--- src/rtl/display_pkg.sv ---
// Shared display geometry, arbitration slot encoding and pixel address helpers.
// Latency: combinational helpers only.
// Backpressure: not applicable.
package display_pkg;

    localparam int H_ACTIVE = 640;
    localparam int V_ACTIVE = 480;
    localparam int PIX_W    = 12;
    localparam int VRAM_AW  = 19;
    localparam int ROW_W    = 9;
    localparam int COL_W    = 10;

    typedef enum logic [1:0] {
        SLOT_IDLE,
        SLOT_RD,
        SLOT_WR
    } slot_e;

    // row*640 + col as two shifts and adds, so no multiplier is inferred
    function automatic logic [VRAM_AW-1:0] pix_addr(input logic [ROW_W-1:0] row,
                                                    input logic [COL_W-1:0] col);
        logic [VRAM_AW-1:0] r;
        r = VRAM_AW'(row);
        return (r << 9) + (r << 7) + VRAM_AW'(col);
    endfunction

    function automatic logic pix_in_range(input logic [ROW_W-1:0] row,
                                          input logic [COL_W-1:0] col);
        return (row < ROW_W'(V_ACTIVE)) && (col < COL_W'(H_ACTIVE));
    endfunction

endpackage

--- src/rtl/sync_fifo.sv ---
// Generic single-clock FIFO with occupancy count; DEPTH must be a power of two >= 2.
// Latency: pushed entry visible at pop_dat_o the cycle after push.
// Backpressure: push ignored while full, pop ignored while empty; caller watches full_o/empty_o.
module sync_fifo #(
    parameter  int DATA_W = 8,
    parameter  int DEPTH  = 4,
    localparam int AW     = $clog2(DEPTH),
    localparam int LW     = $clog2(DEPTH + 1)
) (
    input  logic              clk,
    input  logic              rst,
    input  logic              push_i,
    input  logic [DATA_W-1:0] push_dat_i,
    input  logic              pop_i,
    output logic [DATA_W-1:0] pop_dat_o,
    output logic              full_o,
    output logic              empty_o,
    output logic [LW-1:0]     level_o
);

    logic [DATA_W-1:0] mem_q [DEPTH];
    logic [AW-1:0]     wptr_q, wptr_d;
    logic [AW-1:0]     rptr_q, rptr_d;
    logic [LW-1:0]     level_q, level_d;
    logic              do_push, do_pop;

    assign full_o    = (level_q == LW'(DEPTH));
    assign empty_o   = (level_q == '0);
    assign level_o   = level_q;
    assign pop_dat_o = mem_q[rptr_q];
    assign do_push   = push_i && !full_o;
    assign do_pop    = pop_i && !empty_o;

    // Pointer and occupancy next state; simultaneous push/pop leaves the level unchanged
    always_comb begin
        wptr_d  = wptr_q;
        rptr_d  = rptr_q;
        level_d = level_q;
        if (do_push) wptr_d = wptr_q + AW'(1);
        if (do_pop)  rptr_d = rptr_q + AW'(1);
        if (do_push && !do_pop)      level_d = level_q + LW'(1);
        else if (!do_push && do_pop) level_d = level_q - LW'(1);
    end

    // Control state; reset flushes the FIFO by clearing pointers and level
    always_ff @(posedge clk) begin
        if (rst) begin
            wptr_q  <= '0;
            rptr_q  <= '0;
            level_q <= '0;
        end else begin
            wptr_q  <= wptr_d;
            rptr_q  <= rptr_d;
            level_q <= level_d;
        end
    end

    // Storage needs no reset: entries are only read once counted in the level
    always_ff @(posedge clk) begin
        if (do_push) mem_q[wptr_q] <= push_dat_i;
    end

endmodule

--- src/rtl/vram_arbiter.sv ---
// Shares the single-port pixel RAM between scanout reads (absolute priority) and buffered writes.
// Latency: rd_valid 3 cycles after rd_req; a write reaches the RAM 2 cycles after acceptance when no read competes.
// Backpressure: wr_ready low while the write FIFO is full; reads are never stalled.
module vram_arbiter
    import display_pkg::*;
#(
    parameter int DATA_W     = PIX_W,
    parameter int ADDR_W     = VRAM_AW,
    parameter int FIFO_DEPTH = 4,
    parameter int STARVE_MAX = 1023
) (
    input  logic                             clk,
    input  logic                             rst,
    input  logic                             rd_req,
    input  logic [ROW_W-1:0]                 rd_row,
    input  logic [COL_W-1:0]                 rd_col,
    output logic [DATA_W-1:0]                rd_data,
    output logic                             rd_valid,
    input  logic                             wr_valid,
    output logic                             wr_ready,
    input  logic [ROW_W-1:0]                 wr_row,
    input  logic [COL_W-1:0]                 wr_col,
    input  logic [DATA_W-1:0]                wr_data,
    output logic [ADDR_W-1:0]                mem_addr,
    output logic                             mem_we,
    output logic [DATA_W-1:0]                mem_wdata,
    input  logic [DATA_W-1:0]                mem_rdata,
    output logic [$clog2(FIFO_DEPTH+1)-1:0]  fifo_level,
    output logic                             wr_starve
);

    localparam int CNT_W = $clog2(STARVE_MAX + 1);

    typedef struct packed {
        logic [ADDR_W-1:0] addr;
        logic [DATA_W-1:0] data;
    } wr_ent_t;

    wr_ent_t           push_ent, head_ent;
    logic              fifo_full, fifo_empty, push, pop;
    logic              rd_in_range, wr_in_range;
    slot_e             slot;

    logic [ADDR_W-1:0] mem_addr_q, mem_addr_d;
    logic              mem_we_q, mem_we_d;
    logic [DATA_W-1:0] mem_wdata_q, mem_wdata_d;
    logic              rd_v1_q, rd_ok1_q, rd_v2_q, rd_ok2_q;
    logic              rd_valid_q;
    logic [DATA_W-1:0] rd_data_q, rd_data_d;
    logic [CNT_W-1:0]  starve_cnt_q, starve_cnt_d;
    logic              wr_starve_q, wr_starve_d;

    assign rd_in_range = pix_in_range(rd_row, rd_col);
    assign wr_in_range = pix_in_range(wr_row, wr_col);

    // Out-of-range writes complete the handshake but are dropped here
    assign wr_ready      = !rst && !fifo_full;
    assign push          = wr_valid && wr_ready && wr_in_range;
    assign push_ent.addr = ADDR_W'(pix_addr(wr_row, wr_col));
    assign push_ent.data = wr_data;

    sync_fifo #(
        .DATA_W ($bits(wr_ent_t)),
        .DEPTH  (FIFO_DEPTH)
    ) u_wr_fifo (
        .clk        (clk),
        .rst        (rst),
        .push_i     (push),
        .push_dat_i (push_ent),
        .pop_i      (pop),
        .pop_dat_o  (head_ent),
        .full_o     (fifo_full),
        .empty_o    (fifo_empty),
        .level_o    (fifo_level)
    );

    // Slot choice: any read request owns the cycle; an out-of-range read leaves the port idle
    always_comb begin
        slot = SLOT_IDLE;
        if (rd_req) begin
            if (rd_in_range) slot = SLOT_RD;
        end else if (!fifo_empty) begin
            slot = SLOT_WR;
        end
    end

    assign pop = (slot == SLOT_WR);

    // Next RAM port values; an idle cycle keeps the address and data but never writes
    always_comb begin
        mem_addr_d  = mem_addr_q;
        mem_we_d    = 1'b0;
        mem_wdata_d = mem_wdata_q;
        case (slot)
            SLOT_RD: mem_addr_d = ADDR_W'(pix_addr(rd_row, rd_col));
            SLOT_WR: begin
                mem_addr_d  = head_ent.addr;
                mem_we_d    = 1'b1;
                mem_wdata_d = head_ent.data;
            end
            default: ;
        endcase
    end

    // Returned pixel: RAM data for in-range reads, zero for out-of-range ones
    always_comb begin
        rd_data_d = rd_data_q;
        if (rd_v2_q) rd_data_d = rd_ok2_q ? mem_rdata : '0;
    end

    // Starvation counter saturates at the limit; the flag is sticky until reset
    always_comb begin
        starve_cnt_d = starve_cnt_q;
        wr_starve_d  = wr_starve_q;
        if (fifo_empty || pop)                      starve_cnt_d = '0;
        else if (starve_cnt_q != CNT_W'(STARVE_MAX)) starve_cnt_d = starve_cnt_q + CNT_W'(1);
        if (starve_cnt_d == CNT_W'(STARVE_MAX))     wr_starve_d  = 1'b1;
    end

    // Registered RAM port, read return pipeline and starvation state; reset kills in-flight reads
    always_ff @(posedge clk) begin
        if (rst) begin
            mem_addr_q   <= '0;
            mem_we_q     <= 1'b0;
            mem_wdata_q  <= '0;
            rd_v1_q      <= 1'b0;
            rd_ok1_q     <= 1'b0;
            rd_v2_q      <= 1'b0;
            rd_ok2_q     <= 1'b0;
            rd_valid_q   <= 1'b0;
            rd_data_q    <= '0;
            starve_cnt_q <= '0;
            wr_starve_q  <= 1'b0;
        end else begin
            mem_addr_q   <= mem_addr_d;
            mem_we_q     <= mem_we_d;
            mem_wdata_q  <= mem_wdata_d;
            rd_v1_q      <= rd_req;
            rd_ok1_q     <= rd_req && rd_in_range;
            rd_v2_q      <= rd_v1_q;
            rd_ok2_q     <= rd_ok1_q;
            rd_valid_q   <= rd_v2_q;
            rd_data_q    <= rd_data_d;
            starve_cnt_q <= starve_cnt_d;
            wr_starve_q  <= wr_starve_d;
        end
    end

    assign mem_addr  = mem_addr_q;
    assign mem_we    = mem_we_q;
    assign mem_wdata = mem_wdata_q;
    assign rd_valid  = rd_valid_q;
    assign rd_data   = rd_data_q;
    assign wr_starve = wr_starve_q;

endmodule

--- config.mk ---
export PLATFORM = sky130hd
export DESIGN_NAME = vram_arbiter
export DESIGN_NICKNAME = d
export VERILOG_FILES = /design/src/rtl/display_pkg.sv /design/src/rtl/sync_fifo.sv /design/src/rtl/vram_arbiter.sv
export SDC_FILE = /design/constraint.sdc
export NUM_CORES = 1
export LEC_CHECK = 0
export ABC_AREA = 1
export CELL_PAD_IN_SITES_DETAIL_PLACEMENT = 0
export CELL_PAD_IN_SITES_GLOBAL_PLACEMENT = 2
export CORE_MARGIN = 4
export CORE_UTILIZATION = 25
export DETAILED_ROUTE_END_ITERATION = 10
export PLACE_DENSITY_LB_ADDON = 0.1
export SKIP_CTS_REPAIR_TIMING = 1
export SYNTH_ARGS = -nofsm -noshare
export SYNTH_HDL_FRONTEND = slang
export SYNTH_SLANG_ARGS = --single-unit
--- constraint.sdc ---
create_clock -name clk -period 3.25 [get_ports clk]
set_clock_uncertainty 0.15 [all_clocks]
set_input_delay 0.65 -clock clk [delete_from_list [all_inputs] [get_ports clk]]
set_output_delay 0.65 -clock clk [all_outputs]
set_load 0.02 [all_outputs]
# --- Word level (Yosys, flattened, before mapping) ---
# Memory sizes are Yosys's and may differ from the RTL's. A register that Yosys moved wholly into a read port is not among the register bits.
# Index checks and enable logic that the tools add are counted.
word_totals:
  ff_bits: 67
  latch_bits: 0
  ram_bits: 124
  romBits: 0
  in_bits: 66
  elab_cells: 66
  n_memories: 1
memory_table:
  columns: ["name", "words", "width", "read_ports", "rd_clocked_by_memory_dff", "wr", "line_no", "rtl"]
  rows:
  - ["u_wr_fifo.mem_q", 4, 31, 1, 1, 1, "sync_fifo.sv:21", "logic [DATA_W-1:0] mem_q [DEPTH];"]
op_classes:
  addsub: 9
  multipliers: 0
  div_mod_pow: 0
  magnitude_cmp: 4
  eq_ne: 5
  n_shift: 0
  mux: 14
  bitwise: 0
  reduce_logical: 19
op_table:
  columns: ["operator", "n"]
  rows:
  - ["18-bit by 16-bit adder with 19-bit output", 2]
  - ["19-bit by 10-bit adder with 19-bit output", 2]
  - ["19-bit one-hot mux with 2 select lines", 1]
  - ["10-bit < comparator (second input constant)", 2]
  - ["10-bit two-way mux", 2]
  - ["9-bit < comparator (second input constant)", 2]
  - ["12-bit two-way mux", 1]
  - ["10-bit by 1-bit adder with 10-bit output (second input constant)", 1]
  - ["10-bit equality test (second input constant)", 1]
  - ["1-bit logical AND", 10]
  - ["10-bit != test (second input constant)", 1]
  - ["2-bit two-way mux", 4]
  - ["3-bit two-way mux", 2]
  - ["1-bit zero test", 5]
  - ["2-bit by 1-bit adder with 2-bit output (second input constant)", 2]
  - ["1-bit two-way mux", 4]
  - ["2-bit nonzero test", 2]
  - ["3-bit by 1-bit adder with 3-bit output (second input constant)", 1]
  - ["3-bit equality test (second input constant)", 1]
  - ["3-bit zero test", 1]
  - ["3-bit by 1-bit subtractor with 3-bit output (second input constant)", 1]
  - ["2-bit by 1-bit equality test with 1-bit output (second input constant)", 1]
  - ["2-bit equality test (second input constant)", 1]
  - ["1-bit logical OR", 1]

# --- Logic depth before layout (Yosys ltp) ---
# Gate-level depths: netlist of the first run.
logic_depth:
  word_depth: 10
  mapped_depth: 14
  mapped_depth_nobuf: 14

# --- Modules after synthesis ---
# From an unflattened synthesis of the first run, not the netlist that was laid out.
unflattened:
  hier_cells: 862
  area_unflattened_um2: 8728.4
modules_own_cells:
  columns: ["mod", "n_inst", "cells_each", "area_per_inst_um2", "seq_area_each_um2"]
  rows:
  - ["sync_fifo", 1, 370, 5141.2, 3903.7]
  - ["vram_arbiter", 1, 492, 3587.2, 1201.2]

# --- Least setup slack after synthesis of the first run ---
# Ideal clock, no wire load.
synth_timing:
  path_kind: "register -> register"
  start: "register u_wr_fifo.level_q[1], in the netlist u_wr_fifo.level_o[1]"
  end: "memory u_wr_fifo.mem_q[0][0] (netlist name) (enable)"
  setup_time_ns: 0.419
  arrival_time_ns: 2.885
  required_ns: 2.681
  setup_slack_ns: -0.204
  path_stages_with_launch: 5
  path_cell_list: "dfxtp_1 inv_1 a31oi_1 nand4_1 nor2_1"
synth_via:
  elab_chain_cells: 8
synth_rtl:
  columns: ["element", "line_no", "rtl"]
  rows:
  - ["start: declaration", "sync_fifo.sv:24", "logic [LW-1:0] level_q, level_d;"]
  - ["start signal: assignment", "sync_fifo.sv:54", "level_q <= level_d;"]
  - ["3-bit equality test", "sync_fifo.sv:27", "assign full_o = (level_q == LW'(DEPTH));"]
  - ["1-bit zero test", "vram_arbiter.sv:57", "assign wr_ready = !rst && !fifo_full;"]
  - ["1-bit logical AND", "vram_arbiter.sv:57", null]
  - ["via wr_ready", "vram_arbiter.sv:20", "output logic wr_ready,"]
  - ["1-bit logical AND (2 in series)", "vram_arbiter.sv:58", "assign push = wr_valid && wr_ready && wr_in_range;"]
  - ["1-bit logical AND", "sync_fifo.sv:31", "assign do_push = push_i && !full_o;"]
  - ["1-bit two-way mux", "sync_fifo.sv:60", "if (do_push) mem_q[wptr_q] <= push_dat_i;"]
  - ["1-bit two-way mux (not written as such)", "sync_fifo.sv:60", null]
  - ["end: declaration", "sync_fifo.sv:21", null]
# The timed path passes the listed nets, and every way through them passes these cells.

==> results of run 1 <==
==> routing by layer <==
layer  wire length [um]  global-route usage, %
met5                  0                      0
met1              11800                   18.2
met2              11000                   20.8
met4                376                   4.28
met3                659                   2.34
==> worst paths after layout <==
kind                        start                endpoint  cells past startpoint  slack (ns)
max                     wr_row[0]  u_wr_fifo.mem_q[2][28]                     12        0.30
min                      rd_ok1_q                rd_ok2_q                      2        0.26
max reg2reg  u_wr_fifo.level_o[1]    u_wr_fifo.level_o[2]                     12        0.87
min reg2reg              rd_ok1_q                rd_ok2_q                      2        0.26
==> tightest hold or removal path, stage by stage (launching register included) <==
cell and delay [ns]:
dfxtp_1 0.30, inv_1 0.04, nor2_1 0.03
==> flip-flops by register name, summed over array words and instances (netlist names), 2 cells and up, named ones only <==
name,cells
u_wr_fifo.rptr_q,2
u_wr_fifo.mem_q,124
mem_wdata,12
mem_addr,19
u_wr_fifo.level_o,3
starve_cnt_q,10
rd_data,12
u_wr_fifo.wptr_q,2
==> power by group through the flow <==
stage / sequential (mW) / combinational (mW) / clock (mW)
after CTS: 3.06 / 2.25 / 2.27
after global placement: 3.11 / 2.25 / 0
final: 3.05 / 2.19 / 2.18
after global routing: 3.09 / 2.46 / 2.37
after detailed placement: 3.11 / 2.25 / 0
after floorplan: 3.25 / 1.11 / 0
==> through the flow <==
stage	util, %	area [um^2]	total power, mW
floorplan	-	8550	4.35
global placement	31.1	10400	5.36
detailed placement	31.1	10400	5.36
CTS	32.9	11100	7.58
global route	32.9	11100	7.91
finish	32.9	11100	7.42
==> synth_stat cells <==
master / n
buf_4: 2
a21oi_1: 48
inv_2: 6
o21ai_1: 5
buf_2: 14
a31oi_2: 1
xnor2_1: 4
nor2_4: 2
o22ai_1: 17
inv_1: 61
a21o_1: 1
a31oi_4: 1
ha_1: 40
clkbuf_1: 22
o21ai_0: 112
a31oi_1: 18
o211ai_1: 1
nand2_1: 100
xor2_1: 10
nand2_2: 3
nor2_1: 120
nand3_1: 44
nand3_4: 1
fa_1: 5
nand4_1: 6
a21boi_1: 1
buf_1: 1
or2_2: 2
o21bai_1: 1
nand3b_1: 2
dfxtp_1: 69
o2111ai_1: 1
nor3_1: 3
edfxtp_1: 124
==> final cells by class <==
type | instances | area (um^2)
multi-input combinational | 549 | 3050
clock buffer | 17 | 425
inverter | 67 | 251
tap | 448 | 561
sequential | 193 | 5110
clock inverter | 15 | 193
fill | 3446 | 22600
timing repair buffer | 151 | 1470
==> kinds of logic (layout without fill, tap and decap cells) <==
logic type / count (synthesis) / count (layout)
compound gates: 207 / 207
fa+ha+maj: 45 / 45
simple gates: 283 / 283
buf+inv: 106 / 250
flops: 193 / 193
xor+xnor: 14 / 14
==> flow_metrics.tcl, run 1 <==
set metrics [dict create \
    drt-total-wl_um 23900 \
    setup_tns_ns 0 \
    route.detailed.drc 0 \
    status "complete, no violations" \
    crit_family "adder cells" \
    grt_pass1_wl_um 36800 \
    cts_made_buffers 17 \
    die_h_um 193 \
    grt_max_degree 48 \
    p_sw_mw 2.53 \
    syn_area_per_cell_um2 10.1 \
    dp_cells 1408 \
    core_area_mm2 0.0336 \
    cpPeakStageDelay_ns 0.52 \
    synth.yosys.seq_area_share_pct 59.7 \
    final_cell_mix "edfxtp_1 (124), nor2_1 (116), clkdlybuf4s50_1 (115)" \
    holdWs_ns 0.255 \
    synthDominantCellAreaShare_pct 43.5 \
    synth_top_family_by_area "simple AND/OR/NAND/NOR gates" \
    ys_ff_latch 193 \
    place_ws_ns -0.168 \
    synth.distinct_cells 34 \
    initial_core_util_pct 25.4 \
    cts_buffer_depth 2 \
    area_delta_synth_final_pct 29.3 \
    layout_commonest_cell "edfxtp_1" \
    cts.sink_count 193 \
    ir_worst_vdd_mv 0.383 \
    dr.pass1.iters 5 \
    clk_latency_ns 0.44 \
    synthXorXnorAreaFrac_pct 1.43 \
    slowest_stage "fa_1" \
    antenna_found_initial 0 \
    drv_slew 0 \
    final_nets 1090 \
    path_cells "clkdlybuf4s50_1 -> inv_1 -> fa_1 -> inv_1 -> fa_1 -> nand3_1 -> nand2_1 -> nand2_1 -> nand2_1 -> a21oi_1 -> o21ai_1 -> xor2_1" \
    io_pins 116 \
    syn_area_mm2 0.00855 \
    critical_path_arrival_ns 3.04 \
    worst_pin_slew_ns 0.708 \
    path_clk_slew_ns 0.07 \
    timing.final.crit_share_pct 90.6 \
    leakagePower_nw 4.05 \
    yosys.area.top_type "edfxtp_1" \
    setup_ws_ns 0.304 \
    gp_congestion 0.707 \
    vias_per_cell 4.31 \
    fin_cells 1440 \
    clockPowerShare_pct 29.4 \
    rsz0062_at_grt "no" \
    synthMuxAreaShare_pct 0 \
    htree_levels 4 \
    power_switching_share_pct 34.1 \
    critPathMostFrequentCell "nand2_1" \
    first_iter_violations 286 \
    yosys-top-cells-area "edfxtp_1 (44%), dfxtp_1 (16%), o21ai_0 (6.6%)" \
    dp_hpwl_um 16100 \
    cp_data_required_time_ns 3.34 \
    syn_inst 848 \
    first_global_vias 6251 \
    cp_max_fo 4 \
    synth-compound-area-share_pct 13.1 \
    setup_viol 0 \
    synth-simple-area-share_pct 13.9 \
    diodes 0 \
    synth_fa_ha_area_share_pct 7.02 \
    num_vias 6200 \
    cts-root-buf "clkbuf_16" \
    dieArea_mm2 0.0372 \
    grt.overflow.total 0 \
    end_kind "register" \
    power_frac_comb_pct 29.5 \
    wire_per_inst_um 16.6 \
    fp.dieW_um 193 \
    final-hold-violation-count 0 \
    finalCriticalPeriod_ns 2.95 \
    yosysWarnings 0 \
    cts_tree "built" \
    rows 67 \
    cp_num_buf_inv 3 \
    cellPowerDensity_mw_per_mm2 671 \
    grt_util_all_layers_pct 13.1 \
    synth_nets 959 \
    crit_type "primary input to register" \
    antenna_left 0 \
    drive_gt1_share_pct 8.97 \
    power.internal_mw 4.89 \
    fmax_mhz 339 \
    pwr-share-seq_pct 41.1 \
    slew_headroom_pct 52.8 \
    hold_path.class "register to register" \
    numPortBuffers 115 \
    startpoint_type "primary input" \
    maxCapViolations 0 \
]
Power figures use the tool's default switching activity.
==> inputs of run 2 (changes only) <==
Clock period 3.25 ns to 3.3 ns, I/O delays scaled along.
==> flow_metrics.tcl, run 2 (synthesized netlist as in run 1, its figures left out) <==
set metrics [dict create \
    status "complete, no violations" \
    antenna_found_initial 0 \
    fin_cells 1433 \
    place_ws_ns -0.124 \
    cts_tree "built" \
    gp_congestion 0.700 \
    hold_path.class "register to register" \
    r2r_start "u_wr_fifo.level_o[1]" \
    n_fill_cell 3494 \
    final_cell_mix "edfxtp_1 (124), nor2_1 (116), clkdlybuf4s50_1 (115)" \
    initial_core_util_pct 25.4 \
    cp-startpoint "wr_row[0]" \
    leakagePower_nw 3.99 \
    drive_gt1_share_pct 7.92 \
    cp_data_required_time_ns 3.31 \
    die_h_um 193 \
    grt_util_all_layers_pct 13.2 \
    final-hold-violation-count 0 \
    timing.final.crit_share_pct 89.3 \
    diodes 0 \
    multiInputGateArea_mm2 0.00305 \
    ir_worst_vdd_mv 0.400 \
    cts_made_buffers 17 \
    num_vias 6256 \
    drv_slew 0 \
    cts-root-buf "clkbuf_16" \
    maxCapViolations 0 \
    cts.sink_count 193 \
    rsz0062_at_grt "no" \
    fp.dieW_um 193 \
    numPortBuffers 115 \
    worst_pin_slew_ns 0.728 \
    dp_hpwl_um 16000 \
    core_area_mm2 0.0336 \
    end_kind "register" \
    critical_path_arrival_ns 2.96 \
    antenna_left 0 \
    wire_per_inst_um 16.7 \
    finalCriticalPeriod_ns 2.95 \
    clk_latency_ns 0.44 \
    largest_reg_flops 124 \
    dieArea_mm2 0.0372 \
    top_register "u_wr_fifo.mem_q" \
    dp_cells 1401 \
    rows 67 \
    cts_buffer_depth 2 \
    grt_max_degree 64 \
    fmax_mhz 339 \
    min_from "rd_v1_q" \
    grt_pass1_wl_um 37000 \
    setup_ws_ns 0.353 \
    io_pins 116 \
    area_delta_synth_final_pct 27.8 \
    grt.overflow.total 0 \
    final_nets 1083 \
    first_iter_violations 325 \
    startpoint_type "primary input" \
    route.detailed.drc 0 \
    vias_per_cell 4.37 \
    layout_commonest_cell "edfxtp_1" \
    path_clk_slew_ns 0.07 \
    slew_headroom_pct 51.5 \
    first_global_vias 6172 \
    ff_latch_area_mm2 0.00511 \
    setup_viol 0 \
    cellPowerDensity_mw_per_mm2 651 \
    design_power_total_mw 7.11 \
    setup_tns_ns 0 \
    dr.pass1.iters 4 \
    drt-total-wl_um 23900 \
    htree_levels 4 \
    crit_type "primary input to register" \
    cp_max_fo 4 \
]
==> run 2: worst paths after layout <==
path	slack, ns	endpoint	cells past startpoint
max	0.35	u_wr_fifo.mem_q[0][28]	12
min	0.26	rd_v2_q	2
max reg2reg	0.89	u_wr_fifo.level_o[2]	12
min reg2reg	0.26	rd_v2_q	2
==> run 2: report_power, final <==
group / internal, mW / switching [mW] / total [mW]
registers: 2.84 / 0.128 / 2.97
logic: 0.809 / 1.37 / 2.18
clock network: 1.02 / 0.951 / 1.97
total: 4.67 / 2.45 / 7.11
==> run 2: area by class of cell <==
cell class	count	area share (%)
Multi-Input combinational cell	549	27.9
Clock buffer	22	4.25
Sequential cell	193	46.7
Clock inverter	10	0.755
Inverter	67	2.30
Tap cell	448	5.13
Timing Repair Buffer	144	13.0
==> run 2: metrics by stage <==
step	utilization, %	instance area, um^2	hold slack [ns]
final	32.5	10900	0.255
after global placement	30.9	10400	0.247
after CTS	32.5	10900	0.259
after detailed placement	30.9	10400	0.249
after floorplan	-	8550	0.238
after global routing	32.5	10900	0.290
==> run 2: layer usage <==
metal / part of all wire, % / wire length (um) / track usage, % / vias up
met4: 1.7 / 399 / 4.19 / 0
met3: 3.4 / 804 / 2.29 / 21
met1: 49 / 11800 / 18.7 / 2934
met5: 0 / 0 / 0 / -
li1: - / - / - / 3190
met2: 46 / 10900 / 20.5 / 111
==> run 2: worst max-delay path, cell delays in order <==
cell and delay [ns]:
clkdlybuf4s50_1 0.48, inv_1 0.06, fa_1 0.53, inv_1 0.06, fa_1 0.44, nand3_1 0.10, nand2_1 0.07, nand2_1 0.06
nand2_1 0.05, a21oi_1 0.18, o21ai_1 0.11, xor2_1 0.18
==> inputs of run 3 (changes only) <==
Settings changed: SLEW_MARGIN set to 20.
==> results of run 3 <==
No change in the layout: final DEF, timing and power equal those of run 2.
